<file path="src/rtl/sum_accumulator_pkg.sv">
// sum_accumulator_pkg: FSM state encoding and default widths shared by the accumulator slice.
package sum_accumulator_pkg;
    localparam int DATA_W_DEF = 8;
    localparam int ACC_W_DEF  = 16;
    localparam int LEN_W_DEF  = 4;
    typedef enum logic [1:0] {
        ST_IDLE  = 2'd0,
        ST_ACCUM = 2'd1,
        ST_DONE  = 2'd2
    } state_t;
endpackage

</file>
<file path="src/rtl/sum_accumulator_if.sv">
// sum_accumulator_if: burst control, adder-result input and total-output handshakes.
interface sum_accumulator_if
    import sum_accumulator_pkg::*;
#(
    parameter int DATA_W = DATA_W_DEF,
    parameter int ACC_W  = ACC_W_DEF,
    parameter int LEN_W  = LEN_W_DEF
);
    logic              start;
    logic [LEN_W-1:0]  len;
    logic              in_valid;
    logic              in_ready;
    logic [DATA_W-1:0] in_s;
    logic              in_cout;
    logic              out_valid;
    logic              out_ready;
    logic [ACC_W-1:0]  out_total;
    logic              out_overflow;
    logic              busy;
    modport master (
        output start, len, in_valid, in_s, in_cout, out_ready,
        input  in_ready, out_valid, out_total, out_overflow, busy
    );
    modport slave (
        input  start, len, in_valid, in_s, in_cout, out_ready,
        output in_ready, out_valid, out_total, out_overflow, busy
    );
endinterface

</file>
<file path="src/rtl/sum_accumulator_beat_counter.sv">
// beat_counter: remaining-beat counter; a zero length loads 2^LEN_W.
module beat_counter
    import sum_accumulator_pkg::*;
#(
    parameter int LEN_W = LEN_W_DEF
) (
    input  logic             clk,
    input  logic             rst,
    input  logic             i_load,
    input  logic             i_dec,
    input  logic [LEN_W-1:0] i_len,
    output logic [LEN_W:0]   o_cnt,
    output logic             o_zero
);
    logic [LEN_W:0] r_cnt;
    logic [LEN_W:0] w_load_val;
    assign w_load_val = (i_len == '0) ? {1'b1, {LEN_W{1'b0}}} : {1'b0, i_len};
    always_ff @(posedge clk) begin
        if (rst) r_cnt <= '0;
        else if (i_load) r_cnt <= w_load_val;
        else if (i_dec && r_cnt != '0) r_cnt <= r_cnt - 1'b1;
    end
    assign o_cnt  = r_cnt;
    assign o_zero = (r_cnt == '0);
endmodule

</file>
<file path="src/rtl/sum_accumulator.sv">
// sum_accumulator: sums a burst of {cout,sum} adder results and hands out the total with a sticky overflow.
module sum_accumulator
    import sum_accumulator_pkg::*;
#(
    parameter int DATA_W = DATA_W_DEF,
    parameter int ACC_W  = ACC_W_DEF,
    parameter int LEN_W  = LEN_W_DEF
) (
    input logic               clk,
    input logic               rst,
    sum_accumulator_if.slave  bus
);
    state_t           r_state;
    logic [ACC_W-1:0] r_acc;
    logic             r_ovf;
    logic [LEN_W:0]   w_cnt;
    logic             w_zero;
    logic             w_load;
    logic             w_accept;
    logic [ACC_W:0]   w_sum;
    assign w_load   = (r_state == ST_IDLE) && bus.start;
    assign w_accept = (r_state == ST_ACCUM) && bus.in_valid && !w_zero;
    // one extra bit on the left catches the carry out of the accumulator
    assign w_sum    = {1'b0, r_acc} + (ACC_W + 1)'({bus.in_cout, bus.in_s});
    beat_counter #(.LEN_W(LEN_W)) u_cnt (
        .clk    (clk),
        .rst    (rst),
        .i_load (w_load),
        .i_dec  (w_accept),
        .i_len  (bus.len),
        .o_cnt  (w_cnt),
        .o_zero (w_zero)
    );
    always_ff @(posedge clk) begin
        if (rst) begin
            r_state <= ST_IDLE;
            r_acc   <= '0;
            r_ovf   <= 1'b0;
        end else begin
            unique case (r_state)
                ST_IDLE: if (bus.start) begin
                    r_acc   <= '0;
                    r_ovf   <= 1'b0;
                    r_state <= ST_ACCUM;
                end
                ST_ACCUM: if (w_accept) begin
                    r_acc <= w_sum[ACC_W-1:0];
                    r_ovf <= r_ovf | w_sum[ACC_W];
                    if (w_cnt == (LEN_W + 1)'(1)) r_state <= ST_DONE;
                end
                ST_DONE: if (bus.out_ready) r_state <= ST_IDLE;
                default: r_state <= ST_IDLE;
            endcase
        end
    end
    assign bus.in_ready     = (r_state == ST_ACCUM);
    assign bus.out_valid    = (r_state == ST_DONE);
    assign bus.busy         = (r_state != ST_IDLE);
    assign bus.out_total    = r_acc;
    assign bus.out_overflow = r_ovf;
endmodule
</file>
<file path="src/flat_wrapper.sv">
// flat-port wrapper written by rule: the top's interface ports become plain ports
module sum_accumulator_flat import sum_accumulator_pkg::*;
#(
    parameter int DATA_W = DATA_W_DEF,
    parameter int ACC_W  = ACC_W_DEF,
    parameter int LEN_W  = LEN_W_DEF
)
  (clk, rst, bus_start, bus_len, bus_in_valid, bus_in_s, bus_in_cout, bus_out_ready, bus_in_ready, bus_out_valid, bus_out_total, bus_out_overflow, bus_busy);
  sum_accumulator_if #(.DATA_W(DATA_W), .ACC_W(ACC_W), .LEN_W(LEN_W)) bus_i ();
  input logic clk;
  input logic rst;
  input wire logic [$bits(bus_i.start)-1:0] bus_start;
  input wire logic [$bits(bus_i.len)-1:0] bus_len;
  input wire logic [$bits(bus_i.in_valid)-1:0] bus_in_valid;
  input wire logic [$bits(bus_i.in_s)-1:0] bus_in_s;
  input wire logic [$bits(bus_i.in_cout)-1:0] bus_in_cout;
  input wire logic [$bits(bus_i.out_ready)-1:0] bus_out_ready;
  output wire logic [$bits(bus_i.in_ready)-1:0] bus_in_ready;
  output wire logic [$bits(bus_i.out_valid)-1:0] bus_out_valid;
  output wire logic [$bits(bus_i.out_total)-1:0] bus_out_total;
  output wire logic [$bits(bus_i.out_overflow)-1:0] bus_out_overflow;
  output wire logic [$bits(bus_i.busy)-1:0] bus_busy;
  assign bus_i.start = bus_start;
  assign bus_i.len = bus_len;
  assign bus_i.in_valid = bus_in_valid;
  assign bus_i.in_s = bus_in_s;
  assign bus_i.in_cout = bus_in_cout;
  assign bus_i.out_ready = bus_out_ready;
  assign bus_in_ready = bus_i.in_ready;
  assign bus_out_valid = bus_i.out_valid;
  assign bus_out_total = bus_i.out_total;
  assign bus_out_overflow = bus_i.out_overflow;
  assign bus_busy = bus_i.busy;
  sum_accumulator #(.DATA_W(DATA_W), .ACC_W(ACC_W), .LEN_W(LEN_W)) u_core (.clk(clk), .rst(rst), .bus(bus_i));
endmodule
</file>
<file path="config.mk">
export PLATFORM = sky130hd
export DESIGN_NAME = sum_accumulator_flat
export DESIGN_NICKNAME = d
export VERILOG_FILES = /design/src/rtl/sum_accumulator_pkg.sv /design/src/rtl/sum_accumulator_if.sv /design/src/rtl/sum_accumulator_beat_counter.sv /design/src/rtl/sum_accumulator.sv /design/src/flat_wrapper.sv
export SDC_FILE = /design/constraint.sdc
export NUM_CORES = 1
export LEC_CHECK = 0
export CORE_MARGIN = 2
export CORE_UTILIZATION = 25
export CTS_BUF_LIST = sky130_fd_sc_hd__clkbuf_16
export DETAILED_ROUTE_END_ITERATION = 12
export DONT_BUFFER_PORTS = 1
export SYNTH_ARGS = -nofsm -noshare
export SYNTH_HDL_FRONTEND = slang
export SYNTH_SLANG_ARGS = --single-unit
</file>
<file path="constraint.sdc">
create_clock -name clk -period 3.88 [get_ports clk]
set_clock_uncertainty 0.1 [all_clocks]
set_input_delay 0.776 -clock clk [delete_from_list [all_inputs] [get_ports clk]]
set_output_delay 0.776 -clock clk [all_outputs]
set_load 0.02 [all_outputs]
</file>
Yosys cells after proc, flatten, opt, wreduce, memory -nomap -nowiden
Index checks and enable logic that the tools add are counted.
- output and inout bits: 20
- register bits: 24
- word-level logic and storage cells: 42
- bits of input ports: 18
- multiplexer cells: 14
- bitwise operators: 1
- reductions and logical operators: 14
- add/sub/neg operators: 2
- equal/unequal tests: 7
- operators by type and width (operator ; number):
    16-bit two-way mux ; 2
    16-bit case mux with 2 select lines ; 1
    16-bit by 9-bit adder with 17-bit output ; 1
    5-bit two-way mux ; 3
    2-bit two-way mux ; 4
    2-bit case mux with 3 select lines ; 1
    2-bit nonzero test ; 3
    5-bit by 1-bit equality test with 1-bit output (second input constant) ; 1
    5-bit logical NOT ; 1
    5-bit nonzero test ; 1
    5-bit by 1-bit subtractor with 5-bit output (second input constant) ; 1
    1-bit logical AND ; 4
    4-bit logical NOT ; 1
    2-bit by 1-bit != test with 1-bit output (second input constant) ; 2
    2-bit != test (second input constant) ; 2
    4-bit AND reduction ; 1
    3-bit AND reduction ; 1
    2-bit by 1-bit equality test with 1-bit output (second input constant) ; 1
    2-bit equality test (second input constant) ; 1
    2-bit logical NOT ; 1
    1-bit two-way mux ; 2
    1-bit case mux with 2 select lines ; 1
    1-bit logical NOT ; 1
    1-bit OR ; 1

Logic depth before layout (Yosys ltp)
Gate-level depths: netlist of the first run.
- depth in word-level cells: 6
- gate-level depth with buffers: 8
- depth with buffers taken out: 8

By module
From an unflattened synthesis of the first run, not the netlist that was laid out.
- cell total of the unflattened synthesis: 180
- area, all modules: 1487.7 um^2
- by module, submodules not included (module ; seq. area each (um^2) ; area each (um^2) ; times used ; cells each):
    sum_accumulator ; 380.4 ; 1199.9 ; 1 ; 145
    beat_counter ; 100.1 ; 287.8 ; 1 ; 35

Worst setup path before layout of the first run
Ideal clock, no wire load.
- path type: input to register
- start point: input port bus_in_s[0]
- end point: register u_core.r_acc[12], in the netlist u_core.bus.out_total[12]
- cell stages on the path: 8
- required time: 3.664 ns
- slack: 1.442 ns
- buffers on the path: 0
- library setup time: 0.116 ns
- data arrival time: 2.222 ns
- cells stage by stage: ha_1 > inv_1 > fa_1 > nor2b_1 > o31ai_1 > a21oi_1 > a31oi_1 > a41o_1
- cells in the longest elaborated chain, start to end: 3
- ends and longest elaborated chain (element ; RTL line ; text):
    start: declaration ; flat_wrapper.sv:15 ; input wire logic [$bits(bus_i.in_s)-1:0] bus_in_s;
    16-bit by 9-bit adder with 17-bit output ; sum_accumulator.sv:24 ; assign w_sum = {1'b0, r_acc} + (ACC_W + 1)'({bus.in_cout, bus.in_s});
    16-bit two-way mux ; sum_accumulator.sv:46 ; ST_ACCUM: if (w_accept) begin
    16-bit case mux with 2 select lines ; sum_accumulator.sv:40 ; unique case (r_state)
    end signal: assignment ; sum_accumulator.sv:47 ; r_acc <= w_sum[ACC_W-1:0];
    end: declaration ; sum_accumulator.sv:14 ; logic [ACC_W-1:0] r_acc;
No other way between the ends. The select of a mux whose other input is x is not followed.
A chain may end at the register's enable or synchronous reset.

Worst setup path in the final report of the first run
- start point: register u_core.r_acc[0], in the netlist u_core.bus.out_total[0]
- end point: register u_core.r_acc[12], in the netlist u_core.bus.out_total[12]
- cells in the longest elaborated chain, start to end: 3
- ends and longest elaborated chain (element ; RTL line):
    16-bit by 9-bit adder with 17-bit output ; sum_accumulator.sv:24
    16-bit two-way mux ; sum_accumulator.sv:46
    16-bit case mux with 2 select lines ; sum_accumulator.sv:40
No other way between the ends. The select of a mux whose other input is x is not followed.

==> flow_summary.json, run 1 <==
{
  "place_area_mm2": 0.00165,
  "ios": 38,
  "cts_tree": "done",
  "grt_pass1_vias": 1255,
  "crit_path_end_kind": "register",
  "maxCapViolCount": 0,
  "postRouteWirelength_mm": 3.80,
  "setup_slack_ps": 1500,
  "postSynthCellCount": 189,
  "synth_flop_cell": "dfxtp_1",
  "timing.final.crit_share_pct": 61.3,
  "io_buffers": 0,
  "yosysTopAreaCellShare_pct": 30.3,
  "rr_worst_depth": 8,
  "worstHoldStart": "u_core.u_cnt.o_cnt[3]$_SDFFE_PP0P_",
  "critPathMaxFanout": 5,
  "antenna_left": 0,
  "status": "finished clean",
  "synth_area_leaders": "dfxtp_1 (30%), ha_1 (9.5%), a21oi_1 (4.7%), nor2_1 (4.3%), nand2_1 (4.0%)",
  "synth_most_common_cell": "dfxtp_1",
  "yosysTopAreaCell": "dfxtp_1",
  "grt_max_degree": 21,
  "internal_power_mw": 0.434,
  "seq_power_share_pct": 45.7,
  "setup_tns_ps": 0,
  "drc": 0,
  "synthToLayoutAreaGrowth_pct": 8.68,
  "dp_hpwl_mm": 2.93,
  "viasPerCell": 5.05,
  "worst_pin_slew_ps": 814,
  "power_frac_comb_pct": 16.8,
  "die_w_um": 83.6,
  "grt_pass1_wl_mm": 6.39,
  "r2r_setup_slack_ps": 1500,
  "antenna_cells": 0,
  "vdd_drop_max_uv": 181,
  "core_area_mm2": 0.00624,
  "synth.top_cells.by_count": "dfxtp_1 (24), nor2_1 (18), nand2_1 (17)",
  "rsz0062_at_grt": "no",
  "place_ws_ps": 1300,
  "top_usage_layer": "met2",
  "syn_nets": 220,
  "drive_above_1_share_pct": 5.38,
  "antenna_found_initial": 0,
  "post_cts_resized": 0,
  "worstSetupPathType": "register to register",
  "synth_edf_count": 0,
  "drt-initial-drc-count": 68,
  "cp-start-kind": "register",
  "r2r-start": "u_core.bus.out_total[0]$_SDFFE_PP0P_",
  "start_util_pct": 25.4,
  "required_ps": 3940,
  "synth.avg_cell_area_um2": 8.39,
  "ys_seq_area_share_pct": 30.3,
  "ctsHtreeMaxLevel": 1,
  "die-area_mm2": 0.00699,
  "gr-usage-met2_pct": 18.5,
  "hold_path_class": "register to register",
  "wl_per_cell_um": 14.4,
  "synth_seq_cells": 24,
  "path_clk_slew_ps": 60,
  "globalRouteMet3Util_pct": 3.26,
  "fmax_mhz": 420,
  "cts_sinks": 24,
  "finalHoldViolations": 0,
  "post_cts_buffers": 0,
  "ctsHoldBuffers": 0,
  "vias": 1327,
  "drv_slew": 0,
  "power.leakage_nw": 0.634,
  "p_per_area_mw_per_mm2": 348,
  "p_sw_mw": 0.165,
  "gp_congestion": 0.750,
  "fin_nets": 219,
  "rows": 29,
  "clkPwrFrac_pct": 37.6,
  "p_sw_share_pct": 27.5,
  "die_h_um": 83.6,
  "synth.distinct_cells": 49,
  "clk_path_buf_depth": 2,
  "cp_data_arrival_time_ps": 2430,
  "gr-usage-all-layers_pct": 11.1,
  "r2r_end": "u_core.bus.out_total[12]$_SDFFE_PP0P_",
  "yosysWarningCount": 0,
  "grt_use_met1_pct": 14.8,
  "p_total_mw": 0.599,
  "holdPathStages": 2,
  "slew_headroom_pct": 45.5,
  "numCtsBuffers": 3,
  "cts-root-buf": "clkbuf_16",
  "clk_latency_ps": 260,
  "utilization_pct": 27.6,
  "async_flop_share_pct": 0,
  "synth_area_mm2": 0.00159,
  "setup_viol": 0,
  "worstHoldEndpoint": "u_core.u_cnt.o_cnt[3]$_SDFFE_PP0P_",
  "design_area_mm2": 0.00172,
  "drt_first_pass_iters": 4,
  "post-route-min-period_ps": 2380,
  "grt-ovfl-total": 0
}
[per-stage QoR]
step           hold slack [ps]  cells
3_3_place_gp               384    260
6_report                   413    263
5_1_grt                    447    263
2_1_floorplan              369    189
4_1_cts                    409    263
3_5_place_dp               400    260
[registers in the layout, indices dropped and copies added, names as in the netlist]
register	flops
u_core.bus.out_total	16
u_core.u_cnt.o_cnt	5
u_core.r_state	2
u_core.bus.out_overflow	1
[power by group through the flow]
stage,logic [mW],registers (mW),clock network [mW]
2_1_floorplan,0.0883,0.276,0
3_3_place_gp,0.0986,0.279,0
3_5_place_dp,0.100,0.280,0
4_1_cts,0.101,0.274,0.235
5_1_grt,0.115,0.275,0.244
6_report,0.100,0.274,0.225
[worst max-delay path by stage]
stage	startpoint	to	slack (ps)
after floorplan	bus_in_s[0]	u_core.bus.out_total[12]$_SDFFE_PP0P_	1440
after global placement	bus_in_s[0]	u_core.bus.out_total[12]$_SDFFE_PP0P_	1300
after detailed placement	bus_in_s[0]	u_core.bus.out_total[12]$_SDFFE_PP0P_	1300
after CTS	u_core.bus.out_total[0]$_SDFFE_PP0P_	u_core.bus.out_total[12]$_SDFFE_PP0P_	1530
after global routing	u_core.bus.out_total[0]$_SDFFE_PP0P_	u_core.bus.out_total[12]$_SDFFE_PP0P_	1390
final	u_core.bus.out_total[0]$_SDFFE_PP0P_	u_core.bus.out_total[12]$_SDFFE_PP0P_	1500
[critical path: stages (launching register included)]
cell	delay, ps
dfxtp_1	470
ha_1	220
inv_1	50
fa_1	410
nor2b_1	200
o31ai_1	140
a21oi_1	330
a31oi_1	140
a41o_1	220
[per-layer routing]
layer  wire length, um  share of wire, %
met1              1730                46
met2              1820                48
met3               227               6.0
met4                16              0.42
met5                 0                 0
[final cells by class]
class / instances / area (um^2)
Fill cell: 694 / 4520
Multi-Input combinational cell: 151 / 1040
Sequential cell: 24 / 480
Tap cell: 77 / 96.3
Clock buffer: 3 / 75.1
Inverter: 8 / 30.0
[cell families (layout without fill, tap and decap cells)]
logic type,Yosys count,count (layout),share of synthesized area (%)
AOI/OAI and AO/OA,51,51,22.5
xor gates and xnor gates,7,7,3.87
adders and majority gates,13,13,10.7
buffers and inverters,14,11,4.03
DFF,24,24,30.3
muxes,4,4,2.53
and+or+nand+nor,76,76,26.0
[placed cells by master (no fill, tap or decap), drive strengths merged, types with 3 or more instances in the layout]
cell type  count
nor2          18
o21ai          8
mux2i          4
nand2         17
nor3           5
a21oi         15
o21a           3
xor2           4
nor2b          3
nand3         10
a211oi         6
inv            8
and3           4
clkbuf         3
a31oi          4
or3            4
ha            12
xnor2          3
o31ai          3
dfxtp         24
Note: power is estimated with default switching activity, not from simulation.
==> run 2, diff against run 1 <==
==> constraint.sdc (replaced) <==
create_clock -name clk -period 2.17 [get_ports clk]
set_clock_uncertainty 0.1 [all_clocks]
set_input_delay 0.434 -clock clk [delete_from_list [all_inputs] [get_ports clk]]
set_output_delay 0.434 -clock clk [all_outputs]
set_load 0.02 [all_outputs]
==> flow_summary.json, run 2 (synthesized netlist as in run 1, its figures left out) <==
{
  "status": "finished clean",
  "path_clk_slew_ps": 60,
  "dp_hpwl_mm": 3.04,
  "slew_headroom_pct": 69.6,
  "whs_ps": 140,
  "utilization_pct": 30.3,
  "ctsHoldBuffers": 0,
  "worst_pin_slew_ps": 451,
  "grt_max_degree": 21,
  "p_sw_share_pct": 27.5,
  "grt-ovfl-total": 0,
  "fmax_mhz": 497,
  "power_frac_comb_pct": 19.7,
  "drv_slew": 0,
  "critPathLaunch": "u_core.bus.out_total[0]$_SDFFE_PP0P_",
  "worstSetupPathType": "register to register",
  "internal_power_mw": 0.801,
  "vias": 1412,
  "power.leakage_nw": 0.738,
  "setup_tns_ps": 0,
  "p_sw_mw": 0.304,
  "core_area_mm2": 0.00624,
  "antenna_left": 0,
  "die_h_um": 83.6,
  "r2r-start": "u_core.bus.out_total[0]$_SDFFE_PP0P_",
  "r2r_end": "u_core.bus.out_total[6]$_SDFFE_PP0P_",
  "wl_per_cell_um": 13.7,
  "cp-start-kind": "register",
  "cts_sinks": 24,
  "start_util_pct": 25.4,
  "viasPerCell": 4.99,
  "layout.cells.non_filler": 283,
  "cts_tree": "done",
  "die_w_um": 83.6,
  "clk_path_buf_depth": 2,
  "synthToLayoutAreaGrowth_pct": 19.3,
  "setup_viol": 0,
  "post_cts_buffers": 0,
  "layout_commonest_cell": "dfxtp_1",
  "ctsHtreeMaxLevel": 1,
  "gr-usage-all-layers_pct": 11.8,
  "p_total_mw": 1.10,
  "rr_worst_depth": 8,
  "p_per_area_mw_per_mm2": 584,
  "post-route-min-period_ps": 2010,
  "required_ps": 2240,
  "postRouteWirelength_mm": 3.87,
  "endpoint": "u_core.bus.out_total[6]$_SDFFE_PP0P_",
  "timing.final.crit_share_pct": 92.8,
  "worstHoldStart": "rst",
  "grt_pass1_vias": 1413,
  "drt_first_pass_iters": 4,
  "antenna_cells": 0,
  "seq_power_share_pct": 43.2,
  "cts-root-buf": "clkbuf_16",
  "largest_reg_flops": 16,
  "gp_congestion": 0.779,
  "drive_above_1_share_pct": 16.0,
  "crit_path_end_kind": "register",
  "cp_data_arrival_time_ps": 2080,
  "post_cts_resized": 0,
  "clk_latency_ps": 260,
  "numCtsBuffers": 3,
  "finalHoldViolations": 0,
  "fillers": 694,
  "fin_nets": 238,
  "place_ws_ps": 14.6,
  "die-area_mm2": 0.00699,
  "critPathMaxFanout": 3,
  "clkPwrFrac_pct": 37.1,
  "setup_slack_ps": 157,
  "maxCapViolCount": 0,
  "rows": 29,
  "antenna_found_initial": 0,
  "mostFrequentLayoutCells": "dfxtp_1 (24), buf_4 (19), nor2_1 (18), nand2_1 (17), a21oi_1 (15)",
  "rsz0062_at_grt": "no",
  "place_area_mm2": 0.00179,
  "r2r_setup_slack_ps": 160,
  "drt-initial-drc-count": 43,
  "ios": 38,
  "vdd_drop_max_uv": 294,
  "drc": 0,
  "design_area_mm2": 0.00189,
  "hold_path_class": "primary input to register",
  "placedCellCount": 279,
  "io_buffers": 0,
  "grt_pass1_wl_mm": 6.80
}
## run 2: cell types whose count changed in the layout (fill, tap and decap cells not counted), sizes merged
cell / before / now
buf: 0 / 19
clkinv: 0 / 1
## run 2: critical path: stages (launching register included)
cell and delay, ps:
dfxtp_1 320, ha_1 200, inv_1 70, fa_2 240, nor2b_4 50, o31a_1 320, o21a_1 190, o21a_1 170
o41ai_2 260
## run 2: worst min-delay path by stage
stage / end / depth (start not counted) / slack, ps
after detailed placement: u_core.u_cnt.o_cnt[3]$_SDFFE_PP0P_ / 2 / 390
after global routing: u_core.bus.out_total[0]$_SDFFE_PP0P_ / 1 / 130
after global placement: u_core.u_cnt.o_cnt[3]$_SDFFE_PP0P_ / 2 / 380
after floorplan: u_core.u_cnt.o_cnt[3]$_SDFFE_PP0P_ / 2 / 370
final: u_core.u_cnt.o_cnt[3]$_SDFFE_PP0P_ / 1 / 140
after CTS: u_core.bus.out_total[0]$_SDFFE_PP0P_ / 1 / 130
## run 2: area by class of cell
cell class                 count  area [um^2]  area share (%)
clock buffer                   3         75.1            3.97
multi-input combinational    151         1060            56.2
clock inverter                 1         3.75           0.198
timing repair buffer          19          143            7.54
sequential                    24          480            25.4
tap                           77         96.3            5.09
inverter                       8         30.0            1.59
## run 2: per-layer routing
layer | wire [um] | vias up | global-route usage, % | share of wire (%)
met4 | 44 | 0 | 3.67 | 1.1
met1 | 1820 | 651 | 15.2 | 47
met3 | 211 | 4 | 3.17 | 5.5
li1 | - | 730 | - | -
met5 | 0 | - | 0 | 0
met2 | 1790 | 27 | 19.3 | 46
## run 2: power groups by stage
stage | Sequential [mW] | Clock [mW] | Combinational [mW]
after CTS | 0.477 | 0.428 | 0.217
after floorplan | 0.494 | 0 | 0.158
final | 0.477 | 0.409 | 0.218
after global routing | 0.480 | 0.444 | 0.249
after detailed placement | 0.487 | 0 | 0.216
after global placement | 0.487 | 0 | 0.213
==> run 3, diff against run 2 <==
--- a/config.mk
+++ b/config.mk
@@ -7,9 +7,10 @@
 export LEC_CHECK = 0
 export CORE_MARGIN = 2
 export CORE_UTILIZATION = 25
-export CTS_BUF_LIST = sky130_fd_sc_hd__clkbuf_16
+export CTS_BUF_LIST = sky130_fd_sc_hd__clkbuf_8 sky130_fd_sc_hd__clkbuf_16
 export DETAILED_ROUTE_END_ITERATION = 12
 export DONT_BUFFER_PORTS = 1
+export SETUP_SLACK_MARGIN = 0.2
 export SYNTH_ARGS = -nofsm -noshare
 export SYNTH_HDL_FRONTEND = slang
 export SYNTH_SLANG_ARGS = --single-unit
==> flow_summary.json, run 3 (synthesized netlist as in run 1, its figures left out) <==
{
  "critPathLaunch": "u_core.bus.out_total[0]$_SDFFE_PP0P_",
  "fillers": 669,
  "ctsHoldBuffers": 0,
  "cts-root-buf": "clkbuf_8",
  "drt_first_pass_iters": 4,
  "largest_reg_flops": 16,
  "hold_path_class": "primary input to register",
  "setup_viol": 0,
  "place_area_mm2": 0.00180,
  "synthToLayoutAreaGrowth_pct": 25.7,
  "start_util_pct": 25.4,
  "setup_tns_ps": 0,
  "postRouteWirelength_mm": 4.14,
  "timing.final.crit_share_pct": 88.8,
  "vias": 1446,
  "path_depth": 8,
  "antenna_left": 0,
  "critical_path_buf_inv_count": 1,
  "grt-ovfl-total": 0,
  "vdd_drop_max_uv": 248,
  "utilization_pct": 31.9,
  "worst_pin_slew_ps": 454,
  "p_total_mw": 1.13,
  "rows": 29,
  "required_ps": 2270,
  "drv_slew": 0,
  "grt_pass1_wl_mm": 6.97,
  "die-area_mm2": 0.00699,
  "layout.cells.non_filler": 287,
  "die_h_um": 83.6,
  "layout_commonest_cell": "buf_4",
  "drive_above_1_share_pct": 25.2,
  "wl_per_cell_um": 14.4,
  "die_w_um": 83.6,
  "cp_data_arrival_time_ps": 2020,
  "grt_pass1_vias": 1442,
  "drc": 0,
  "gp_congestion": 0.784,
  "cts_tree": "done",
  "r2r_setup_slack_ps": 240,
  "rsz0062_at_grt": "yes",
  "ctsHtreeMaxLevel": 1,
  "clk_latency_ps": 280,
  "maxCapViolCount": 0,
  "path_clk_slew_ps": 90,
  "ios": 38,
  "antenna_found_initial": 0,
  "cp_slowest_cell": "dfxtp_2",
  "post-route-min-period_ps": 1930,
  "dp_hpwl_mm": 3.07,
  "core_area_mm2": 0.00624,
  "r2r-start": "u_core.bus.out_total[0]$_SDFFE_PP0P_",
  "mostFrequentLayoutCells": "buf_4 (23), dfxtp_1 (21), nor2_1 (18), nand2_1 (17), a21oi_1 (14)",
  "cp-start-kind": "register",
  "slew_headroom_pct": 69.5,
  "design_area_mm2": 0.00199,
  "finalHoldViolations": 0,
  "worstSetupPathType": "register to register",
  "place_ws_ps": 104,
  "fin_nets": 242,
  "crit_path_end_kind": "register",
  "cpPeakStageDelay_ps": 360,
  "grt_max_degree": 21,
  "placedCellCount": 278,
  "fmax_mhz": 519,
  "cts_sinks": 24,
  "io_buffers": 0,
  "whs_ps": 109,
  "p_per_area_mw_per_mm2": 569,
  "viasPerCell": 5.04,
  "numCtsBuffers": 3,
  "gr-usage-all-layers_pct": 11.9,
  "critPathMaxFanout": 3,
  "status": "finished clean",
  "drt-initial-drc-count": 112,
  "r2r_end": "u_core.bus.out_total[8]$_SDFFE_PP0P_",
  "power.leakage_nw": 0.763,
  "endpoint": "u_core.bus.out_total[8]$_SDFFE_PP0P_",
  "clk_path_buf_depth": 2,
  "cp_cell_sequence": "ha_4 > inv_2 > fa_2 > nor2b_4 > o31a_1 > o2111ai_2 > and3b_1 > o31ai_1",
  "antenna_cells": 0,
  "rr_worst_depth": 8,
  "setup_slack_ps": 243,
  "critical_path.top_delay_family": "compound AO/OA/AOI/OAI gates"
}
[run 3: cell type report]
class                           count  area (um^2)  area share, %
Timing Repair Buffer               23          173           8.66
Clock buffer                        3         41.3           2.07
Tap cell                           77         96.3           4.83
Sequential cell                    24          484           24.3
Inverter                            8         30.0           1.51
Multi-Input combinational cell    151         1140           57.1
Clock inverter                      1         30.0           1.51
[run 3: timing repair]
action	CTS	global route
setup endpoints to repair	2	15
buffers inserted	1	4
pin swaps	4	3
resized for setup	2	17
gates cloned	0	0
[run 3: where the power goes]
group	switching, mW	total, mW	internal, mW
combinational	0.131	0.240	0.109
sequential	0.0209	0.481	0.460
clock	0.166	0.413	0.247
total	0.318	1.13	0.816
[run 3: how the worst min path moves through the flow]
stage                                                end                          startpoint  cells after the start  slack, ps
finish              u_core.bus.out_total[0]$_SDFFE_PP0P_                                 rst                      1        110
global route        u_core.bus.out_total[0]$_SDFFE_PP0P_                                 rst                      1        100
CTS                 u_core.bus.out_total[0]$_SDFFE_PP0P_                                 rst                      1        100
floorplan             u_core.u_cnt.o_cnt[3]$_SDFFE_PP0P_  u_core.u_cnt.o_cnt[3]$_SDFFE_PP0P_                      2        370
global placement      u_core.u_cnt.o_cnt[3]$_SDFFE_PP0P_  u_core.u_cnt.o_cnt[3]$_SDFFE_PP0P_                      2        390
detailed placement    u_core.u_cnt.o_cnt[3]$_SDFFE_PP0P_  u_core.u_cnt.o_cnt[3]$_SDFFE_PP0P_                      2        390
[run 3: layer usage]
metal,part of all wire (%),track usage [%]
met4,1.2,3.08
met3,5.7,3.36
met5,0,0
met2,48,20.4
met1,45,14.8
